## config.mk

```make
export PLATFORM = sky130hd
export DESIGN_NAME = fp_cross_detect
export DESIGN_NICKNAME = d
export VERILOG_FILES = /design/src/rtl/fpu_pkg.sv /design/src/rtl/fp_gt.sv /design/src/rtl/fp_cross_detect.sv
export SDC_FILE = /design/constraint.sdc
export NUM_CORES = 1
export LEC_CHECK = 0
export ABC_AREA = 1
export CAP_MARGIN = 30
export CORE_ASPECT_RATIO = 1.1
export CORE_MARGIN = 2
export CORE_UTILIZATION = 53
export CTS_CLUSTER_SIZE = 25
export DETAILED_ROUTE_END_ITERATION = 8
export PLACE_DENSITY = 0.87
export SYNTH_ARGS = -nofsm -noshare
export SYNTH_HDL_FRONTEND = slang
export SYNTH_SLANG_ARGS = --single-unit
export TNS_END_PERCENT = 20
```

## constraint.sdc

```tcl
create_clock -name clk -period 3.2 [get_ports clk]
set_clock_uncertainty 0.1 [all_clocks]
set_input_delay 0.32 -clock clk [delete_from_list [all_inputs] [get_ports clk]]
set_output_delay 0.32 -clock clk [all_outputs]
set_load 0.01 [all_outputs]
```

## src/rtl/fpu_pkg.sv

```systemverilog
// Shared floating-point constants and the crossing-detector state encoding.
// Ports: none (package).
// Holds FP_W, FP_EXP_MAX, the cross_state_t enum and a NaN test helper.
package fpu_pkg;

  localparam int          FP_W       = 32;
  localparam logic [7:0]  FP_EXP_MAX = 8'hFF;

  typedef enum logic [1:0] {
    ST_INIT  = 2'd0,
    ST_ABOVE = 2'd1,
    ST_BELOW = 2'd2
  } cross_state_t;

  // Exponent all ones with a nonzero mantissa; infinities are not NaN.
  function automatic logic fp_is_nan(input logic [FP_W-1:0] f);
    return (f[30:23] == FP_EXP_MAX) && (f[22:0] != 23'd0);
  endfunction

endpackage

```

## src/rtl/fp_gt.sv

```systemverilog
// Purpose: combinational IEEE-754 single compare, out = f1 > f2 (strict).
// Latency: 0 cycles (pure combinational). Backpressure: none.
// Ports: f1, f2 operands; out high when f1 is strictly greater than f2.
module fp_gt
  import fpu_pkg::*;
(
  input  logic [FP_W-1:0] f1,
  input  logic [FP_W-1:0] f2,
  output logic            out
);

  logic        w_nan_any;
  logic        w_both_zero;
  logic [30:0] w_mag1;
  logic [30:0] w_mag2;

  assign w_mag1      = f1[30:0];
  assign w_mag2      = f2[30:0];
  assign w_nan_any   = fp_is_nan(f1) || fp_is_nan(f2);
  // +0 and -0 compare equal, so neither is greater than the other.
  assign w_both_zero = (w_mag1 == 31'd0) && (w_mag2 == 31'd0);

  always_comb begin
    out = 1'b0;
    if (w_nan_any || w_both_zero) begin
      out = 1'b0;
    end else if (f1[31] != f2[31]) begin
      out = ~f1[31];
    end else if (!f1[31]) begin
      out = (w_mag1 > w_mag2);
    end else begin
      // Both negative: the larger magnitude is the smaller value.
      out = (w_mag1 < w_mag2);
    end
  end

endmodule

```

## src/rtl/fp_cross_detect.sv

```systemverilog
// Purpose: debounced threshold-crossing detector on a float price stream.
// Latency: 1 cycle, all outputs registered. Backpressure: none; thr_load wins over in_valid.
// Ports: clk, rst (sync, active-high), thr_load/thr_in threshold load, in_valid/price samples;
//        cross_up/cross_down/nan_err/sample_drop one-cycle pulses, above and state levels.
module fp_cross_detect
  import fpu_pkg::*;
#(
  parameter int CONFIRM_N = 3
) (
  input  logic            clk,
  input  logic            rst,
  input  logic            thr_load,
  input  logic [FP_W-1:0] thr_in,
  input  logic            in_valid,
  input  logic [FP_W-1:0] price,
  output logic            cross_up,
  output logic            cross_down,
  output logic            above,
  output logic [1:0]      state,
  output logic            nan_err,
  output logic            sample_drop
);

  localparam int              CNT_W   = $clog2(CONFIRM_N + 1);
  localparam logic [CNT_W-1:0] CNT_ONE = CNT_W'(1);
  localparam logic [CNT_W-1:0] CNT_TGT = CNT_W'(CONFIRM_N);

  cross_state_t     r_state;
  cross_state_t     w_state_nxt;
  logic [CNT_W-1:0] r_cnt;
  logic [CNT_W-1:0] w_cnt_nxt;
  logic [CNT_W-1:0] w_cnt_inc;
  logic [FP_W-1:0]  r_thr;
  logic [FP_W-1:0]  w_thr_nxt;
  logic             r_cross_up,  w_cross_up;
  logic             r_cross_dn,  w_cross_dn;
  logic             r_nan_err,   w_nan_err;
  logic             r_drop,      w_drop;
  logic             r_above;
  logic             w_gt;
  logic             w_nan;

  fp_gt u_fp_gt (
    .f1  (price),
    .f2  (r_thr),
    .out (w_gt)
  );

  assign w_nan     = fp_is_nan(price);
  assign w_cnt_inc = r_cnt + CNT_ONE;

  always_comb begin
    w_state_nxt = r_state;
    w_cnt_nxt   = r_cnt;
    w_thr_nxt   = r_thr;
    w_cross_up  = 1'b0;
    w_cross_dn  = 1'b0;
    w_nan_err   = 1'b0;
    w_drop      = 1'b0;

    if (thr_load) begin
      // New threshold invalidates any side history; a same-cycle sample is dropped.
      w_thr_nxt   = thr_in;
      w_state_nxt = ST_INIT;
      w_cnt_nxt   = '0;
      w_drop      = in_valid;
    end else begin
      case (r_state)
        ST_INIT: begin
          if (in_valid && !w_nan) begin
            w_state_nxt = w_gt ? ST_ABOVE : ST_BELOW;
            w_cnt_nxt   = '0;
          end
        end
        ST_ABOVE: begin
          if (in_valid && !w_nan) begin
            if (w_gt) begin
              w_cnt_nxt = '0;
            end else if (w_cnt_inc == CNT_TGT) begin
              w_state_nxt = ST_BELOW;
              w_cnt_nxt   = '0;
              w_cross_dn  = 1'b1;
            end else begin
              w_cnt_nxt = w_cnt_inc;
            end
          end
        end
        ST_BELOW: begin
          if (in_valid && !w_nan) begin
            if (!w_gt) begin
              w_cnt_nxt = '0;
            end else if (w_cnt_inc == CNT_TGT) begin
              w_state_nxt = ST_ABOVE;
              w_cnt_nxt   = '0;
              w_cross_up  = 1'b1;
            end else begin
              w_cnt_nxt = w_cnt_inc;
            end
          end
        end
        default: begin
          // Unreachable encoding: fall back to INIT and start over.
          w_state_nxt = ST_INIT;
          w_cnt_nxt   = '0;
        end
      endcase
      w_nan_err = in_valid && w_nan;
    end
  end

  always_ff @(posedge clk) begin
    if (rst) begin
      r_state    <= ST_INIT;
      r_cnt      <= '0;
      r_thr      <= '0;
      r_cross_up <= 1'b0;
      r_cross_dn <= 1'b0;
      r_nan_err  <= 1'b0;
      r_drop     <= 1'b0;
      r_above    <= 1'b0;
    end else begin
      r_state    <= w_state_nxt;
      r_cnt      <= w_cnt_nxt;
      r_thr      <= w_thr_nxt;
      r_cross_up <= w_cross_up;
      r_cross_dn <= w_cross_dn;
      r_nan_err  <= w_nan_err;
      r_drop     <= w_drop;
      r_above    <= (w_state_nxt == ST_ABOVE);
    end
  end

  assign cross_up    = r_cross_up;
  assign cross_down  = r_cross_dn;
  assign above       = r_above;
  assign state       = r_state;
  assign nan_err     = r_nan_err;
  assign sample_drop = r_drop;

endmodule
```

==> results_dict.tcl, run 1 <==
set metrics [dict create \
    status "finished clean" \
    ant_nets 0 \
    place.gp.congestion 0.904 \
    synth_top_area_share_pct 29.7 \
    finalCritPeriodShare_pct 73.5 \
    synth_top_area_cell "dfxtp_1" \
    ys_types 22 \
    max_slew_margin_pct 37.1 \
    syn_area_sq_um 2770 \
    syn-num-nets 513 \
    max_stage_delay_ps 460 \
    final_max_slew_viol_count 0 \
    groute.layer.met3.usage_pct 5.30 \
    routed_wl_microns 7100 \
    grtUsageTotal_pct 26.4 \
    fp.coreArea_sq_um 5030 \
    firstDrtPassIters 4 \
    nets 586 \
    cp_max_fo 5 \
    area_growth_pct 31.6 \
    fillCellCount 444 \
    fin_util_pct 72.3 \
    ios 75 \
    switching_share_pct 30.7 \
    row_count 27 \
    maxCapViolations 0 \
    numCtsBuffers 5 \
    synthArstFlopShare_pct 0 \
    ir_drop_v 0.000222 \
    synthCells 410 \
    ys_warn_count 0 \
    place_hpwl_microns 5680 \
    cts_resized 0 \
    grt_max_degree 36 \
    viasPerCell 5.29 \
    cpMostUsedCell "nand2_1" \
    antenna_found_initial 0 \
    busiest_layer "met2" \
    p_per_area_nw_per_um2 339 \
    synth_edf_count 0 \
    htreeDepth 2 \
    die-height_microns 79.8 \
    fin_cells 542 \
    rsz0062_at_grt "no" \
    setup_viol 0 \
    endpoint_kind "flop" \
    cts_setup_buffers 0 \
    via_count 2867 \
    hold_buffers 0 \
    synth.most_common_cell "nand2_1" \
    hold_class "reg2reg" \
    crit_arrival_ps 2440 \
    synth-seq-cells 41 \
    combinationalPowerShare_pct 28.3 \
    whs_ps 402 \
    antenna_cells 0 \
    synth_area_leaders "dfxtp_1 (30%), ha_1 (16%), nand2_1 (10%)" \
    cts_buffer_depth 2 \
    ys.flop_type "dfxtp_1" \
    die_w_microns 72.9 \
    cp_slowest_cell "clkdlybuf4s50_1" \
    drive_gt1_share_pct 4.96 \
    yosys-top-cells-count "nand2_1 (76), inv_1 (64), nand3_1 (50), nor2_1 (50), dfxtp_1 (41)" \
    tns_ps 0 \
    drtIter0Drc 81 \
    numPortBuffers 74 \
    cts.sinks 41 \
    dieArea_sq_um 5820 \
    postSynthAreaPerCell_sq_um 6.75 \
    path_class "in2reg" \
    critPathBufInv 1 \
    p_clk_share_pct 27.1 \
    rrSetupSlack_ps 960 \
    grt_pass1_vias 2925 \
    finish.instance_area_sq_um 3640 \
    p_int_uw 856 \
    cts-root-buf "clkbuf_8" \
    cp.required_ps 3290 \
    postPlaceCellArea_sq_um 3560 \
    ys_seq_area_share_pct 29.7 \
    wire_per_inst_microns 13.1 \
    min_period_ps 2350 \
    worst_pin_slew_ps 942 \
    power.switching_uw 380 \
    clk_latency_ps 300 \
    global_route.usage.met1_pct 28.4 \
    grt.overflow.total 0 \
    grt_pass1_wl_microns 12000 \
    grt_use_met2_pct 48.1 \
    max_freq_mhz 425 \
    crit_family "simple AND/OR/NAND/NOR gates" \
    cts_tree "yes" \
    seqCellArea_sq_um 821 \
    seq_power_share_pct 44.6 \
    drc 0 \
    final_hold_viol_count 0 \
    dp.cells 534 \
    cts.clk_slew.worst_paths_ps 80 \
    setup.worst_path.start_class "input port" \
    cp_cell_sequence "clkdlybuf4s50_1 -> ha_1 -> nand2_1 -> nor2_2 -> nand3_2 -> nor2_2 -> nand2_1 -> nand2_1 -> nand2_1 -> nand2_2 -> nand2_2 -> nand2_4 -> nand2_4 -> nand2_4 -> nand2_1 -> nand2_1 -> nand3_2 -> and2_1" \
    start_util_pct 55.0 \
    multiInputGateArea_sq_um 1670 \
    p_leak_uw 0.00163 \
]
==> tightest hold or removal path: cells and delay by family, from the launching register on <==
family | cells | cell delay (ps)
flops | 1 | 310
buf+inv | 1 | 70
compound gates | 1 | 70
==> registers in the layout, summed over array words and instances, names as in the netlist <==
signal	flops
above	1
cross_down	1
cross_up	1
nan_err	1
r_cnt	2
r_thr	32
sample_drop	1
state	2
==> layer usage <==
| metal | part of all wire, % | vias up |
|---|---|---|
| met4 | 3.2 | 0 |
| met3 | 4.2 | 19 |
| met1 | 43 | 1290 |
| met2 | 50 | 77 |
| met5 | 0 | - |
| li1 | - | 1481 |
==> layout by cell type, fill, tap and decap left out, drive strengths merged <==
cell           Yosys  layout
inv               64      64
nand2             83      83
nand4             12      12
dfxtp             41      41
nor2              53      53
clkinv             0       2
clkbuf            10       6
clkdlybuf4s50      0      74
nor3               6       6
a21o               2       2
nand3             52      52
ha                35      35
a21oi             14      14
buf                0       2
and2               1       1
a31oi              1       1
o21ai             36      36
==> cell type report <==
| type | instances | area share, % |
|---|---|---|
| multi-input cells | 295 | 45.8 |
| flip-flops and latches | 41 | 22.5 |
| repair buffers | 76 | 20.8 |
| inverters | 64 | 6.60 |
| clock buffers | 6 | 1.99 |
| well taps | 58 | 1.99 |
| clock inverters | 2 | 0.275 |
==> through the flow <==
step                      setup WS [ps]  total power, uW
after floorplan                    1190              758
after global placement              635              895
after detailed placement            567              909
after CTS                           864             1240
after global routing                678             1310
final                               848             1240
==> path summary, 6_finish.rpt <==
| check | startpoint | end | cells past startpoint |
|---|---|---|---|
| worst min-delay path | r_thr[17] | r_thr[17] | 2 |
| worst min register to register | r_thr[17] | r_thr[17] | 2 |
| worst max-delay path | price[14] | state[1] | 18 |
| worst max register to register | r_thr[14] | state[1] | 18 |
==> power groups by stage <==
stage	Clock (uW)	Sequential (uW)	Combinational, uW
after floorplan	0	560	198
after global placement	0	561	334
after detailed placement	0	563	347
after CTS	340	550	349
after global routing	362	554	397
final	335	550	350
==> kinds of logic (layout without fill, tap and decap cells) <==
kind of cell,after synthesis,in the layout,synth area share (%)
and+or+nand+nor,207,207,34.3
buffers and inverters,74,148,10.0
AOI/OAI and AO/OA,53,53,10.2
DFF,41,41,29.7
adders and majority gates,35,35,15.8
(Power assumes the default switching activity.)
==> run 2: changes to the inputs <==
--- a/config.mk
+++ b/config.mk
@@ -9,10 +9,10 @@
 export CAP_MARGIN = 30
 export CORE_ASPECT_RATIO = 1.1
 export CORE_MARGIN = 2
-export CORE_UTILIZATION = 53
+export CORE_UTILIZATION = 44
 export CTS_CLUSTER_SIZE = 25
 export DETAILED_ROUTE_END_ITERATION = 8
-export PLACE_DENSITY = 0.87
+export PLACE_DENSITY = 0.77
 export SYNTH_ARGS = -nofsm -noshare
 export SYNTH_HDL_FRONTEND = slang
 export SYNTH_SLANG_ARGS = --single-unit
==> constraint.sdc (replaced) <==
create_clock -name clk -period 2.1 [get_ports clk]
set_clock_uncertainty 0.1 [all_clocks]
set_input_delay 0.21 -clock clk [delete_from_list [all_inputs] [get_ports clk]]
set_output_delay 0.21 -clock clk [all_outputs]
set_load 0.01 [all_outputs]
==> results_dict.tcl, run 2 (synthesis results as in run 1) <==
set metrics [dict create \
    status "finished with violations" \
    failed_checks "negative setup slack" \
    grt_pass1_vias 3010 \
    area_growth_pct 58.6 \
    holdPathEnd "r_thr[0]" \
    cp.required_ps 2200 \
    top_register "r_thr" \
    drc 0 \
    numPortBuffers 74 \
    nets 632 \
    finalCritPeriodShare_pct 103 \
    final_hold_viol_count 0 \
    grt_pass1_wl_microns 12900 \
    die-height_microns 87.2 \
    fp.coreArea_sq_um 6120 \
    path_class "reg2reg" \
    hp-start "thr_in[0]" \
    r2r_cells 16 \
    clk_latency_ps 300 \
    worst_slack_ps -71.5 \
    final_max_slew_viol_count 0 \
    cts_tree "yes" \
    maxCapViolations 0 \
    die_w_microns 79.6 \
    antenna_cells 0 \
    via_count 3111 \
    hold_class "in2reg" \
    cts.clk_slew.worst_paths_ps 80 \
    ios 75 \
    grtUsageTotal_pct 23.2 \
    max_slew_margin_pct 32.3 \
    row_count 30 \
    setup_viol 5 \
    start_util_pct 45.2 \
    whs_ps 383 \
    fin_util_pct 71.7 \
    place_hpwl_microns 5940 \
    viasPerCell 5.10 \
    rr_startpoint "r_thr[29]" \
    p_leak_uw 0.00198 \
    min_period_ps 2170 \
    grt.overflow.total 0 \
    grt_max_degree 34 \
    firstDrtPassIters 4 \
    ir_drop_v 0.000336 \
    hold_buffers 0 \
    cts-root-buf "clkbuf_8" \
    max_freq_mhz 461 \
    drive_gt1_share_pct 25.3 \
    tns_ps -196 \
    ant_nets 0 \
    rsz0062_at_grt "yes" \
    min_delay_path_depth 3 \
    antenna_found_initial 0 \
    endpoint_kind "flop" \
    final_common_cell "nand2_1" \
    largest_register_ff_count 32 \
    crit_arrival_ps 2270 \
    r2r-end "state[1]" \
    cp_max_fo 5 \
    p_per_area_nw_per_um2 505 \
    rrSetupSlack_ps -70 \
    dieArea_sq_um 6940 \
    wire_per_inst_microns 13.9 \
    setup.worst_path.start_class "flop" \
    drtIter0Drc 133 \
    routed_wl_microns 8510 \
    finalPower_uw 2220 \
    cts.sinks 41 \
    place.gp.congestion 0.878 \
    htreeDepth 2 \
    numCtsBuffers 5 \
    worst_pin_slew_ps 1010 \
    cts_buffer_depth 2 \
    most-common-layout-cells "nand2_1 (65), clkdlybuf4s50_1 (62), inv_1 (55)" \
]
## run 2: changes by cell type in the layout (fill, tap and decap cells not counted), moves of 12 or more
cell,delta
buf_4,+46
clkdlybuf4s50_1,-12
dfxtp_1,-15
dfxtp_2,+15
ha_1,-16
ha_4,+16
## run 2: repair_timing
action	4_1_cts	5_1_grt
gates resized for setup	15	65
cloned	0	0
setup buffers	0	5
pin swaps	5	30
setup endpoints to repair	5	7
hold endpoints to repair	0	0
## run 2: layout make-up
| cell class | instances | area (sq um) |
|---|---|---|
| clock buffers | 6 | 82.6 |
| fillers | 475 | 1730 |
| repair buffers | 122 | 1130 |
| multi-input cells | 295 | 1960 |
| flip-flops and latches | 41 | 840 |
| inverters | 64 | 240 |
| well taps | 80 | 100 |
| clock inverters | 2 | 37.5 |
## run 2: power by group
part           internal [uW]  leakage (uW)  switching, uW
logic                    351       0.00158            346
registers                822      0.000342           22.0
clock network            387     0.0000574            292
## run 2: worst max-delay path by stage
stage	slack (ps)	cells past startpoint	from	end
finish	-70	16	r_thr[29]	state[1]
detailed placement	-410	16	price[14]	state[1]
floorplan	90	12	r_thr[30]	state[1]
CTS	-90	17	price[10]	state[1]
global route	-220	16	r_thr[29]	state[1]
global placement	-340	16	price[14]	state[1]
## run 2: critical path, cell delays in order (launching register included)
cell	delay (ps)
dfxtp_1	330
inv_1	80
ha_4	280
nand2_2	90
nor2_2	140
nand3_2	90
nor3_2	160
nand2_1	80
nand2_2	110
nand2_2	70
nand2_4	70
nand2_4	70
nand2_4	80
nand2_2	50
nand2_2	60
nand3_2	70
and2_1	140
## run 2: per-stage QoR
| stage | setup slack [ps] | instance area [sq um] | std cells |
|---|---|---|---|
| 3_3_place_gp | -340 | 3890 | 597 |
| 4_1_cts | -85.5 | 4070 | 605 |
| 5_1_grt | -222 | 4390 | 610 |
| 2_1_floorplan | 87.3 | 2770 | 410 |
| 6_report | -71.5 | 4390 | 610 |
| 3_5_place_dp | -407 | 3890 | 597 |
## run 2: routing by layer
layer | global-route usage [%] | part of all wire, %
met3 | 3.63 | 3.7
met2 | 43.9 | 53
met4 | 6.11 | 1.5
met1 | 26.8 | 42
met5 | 0 | 0
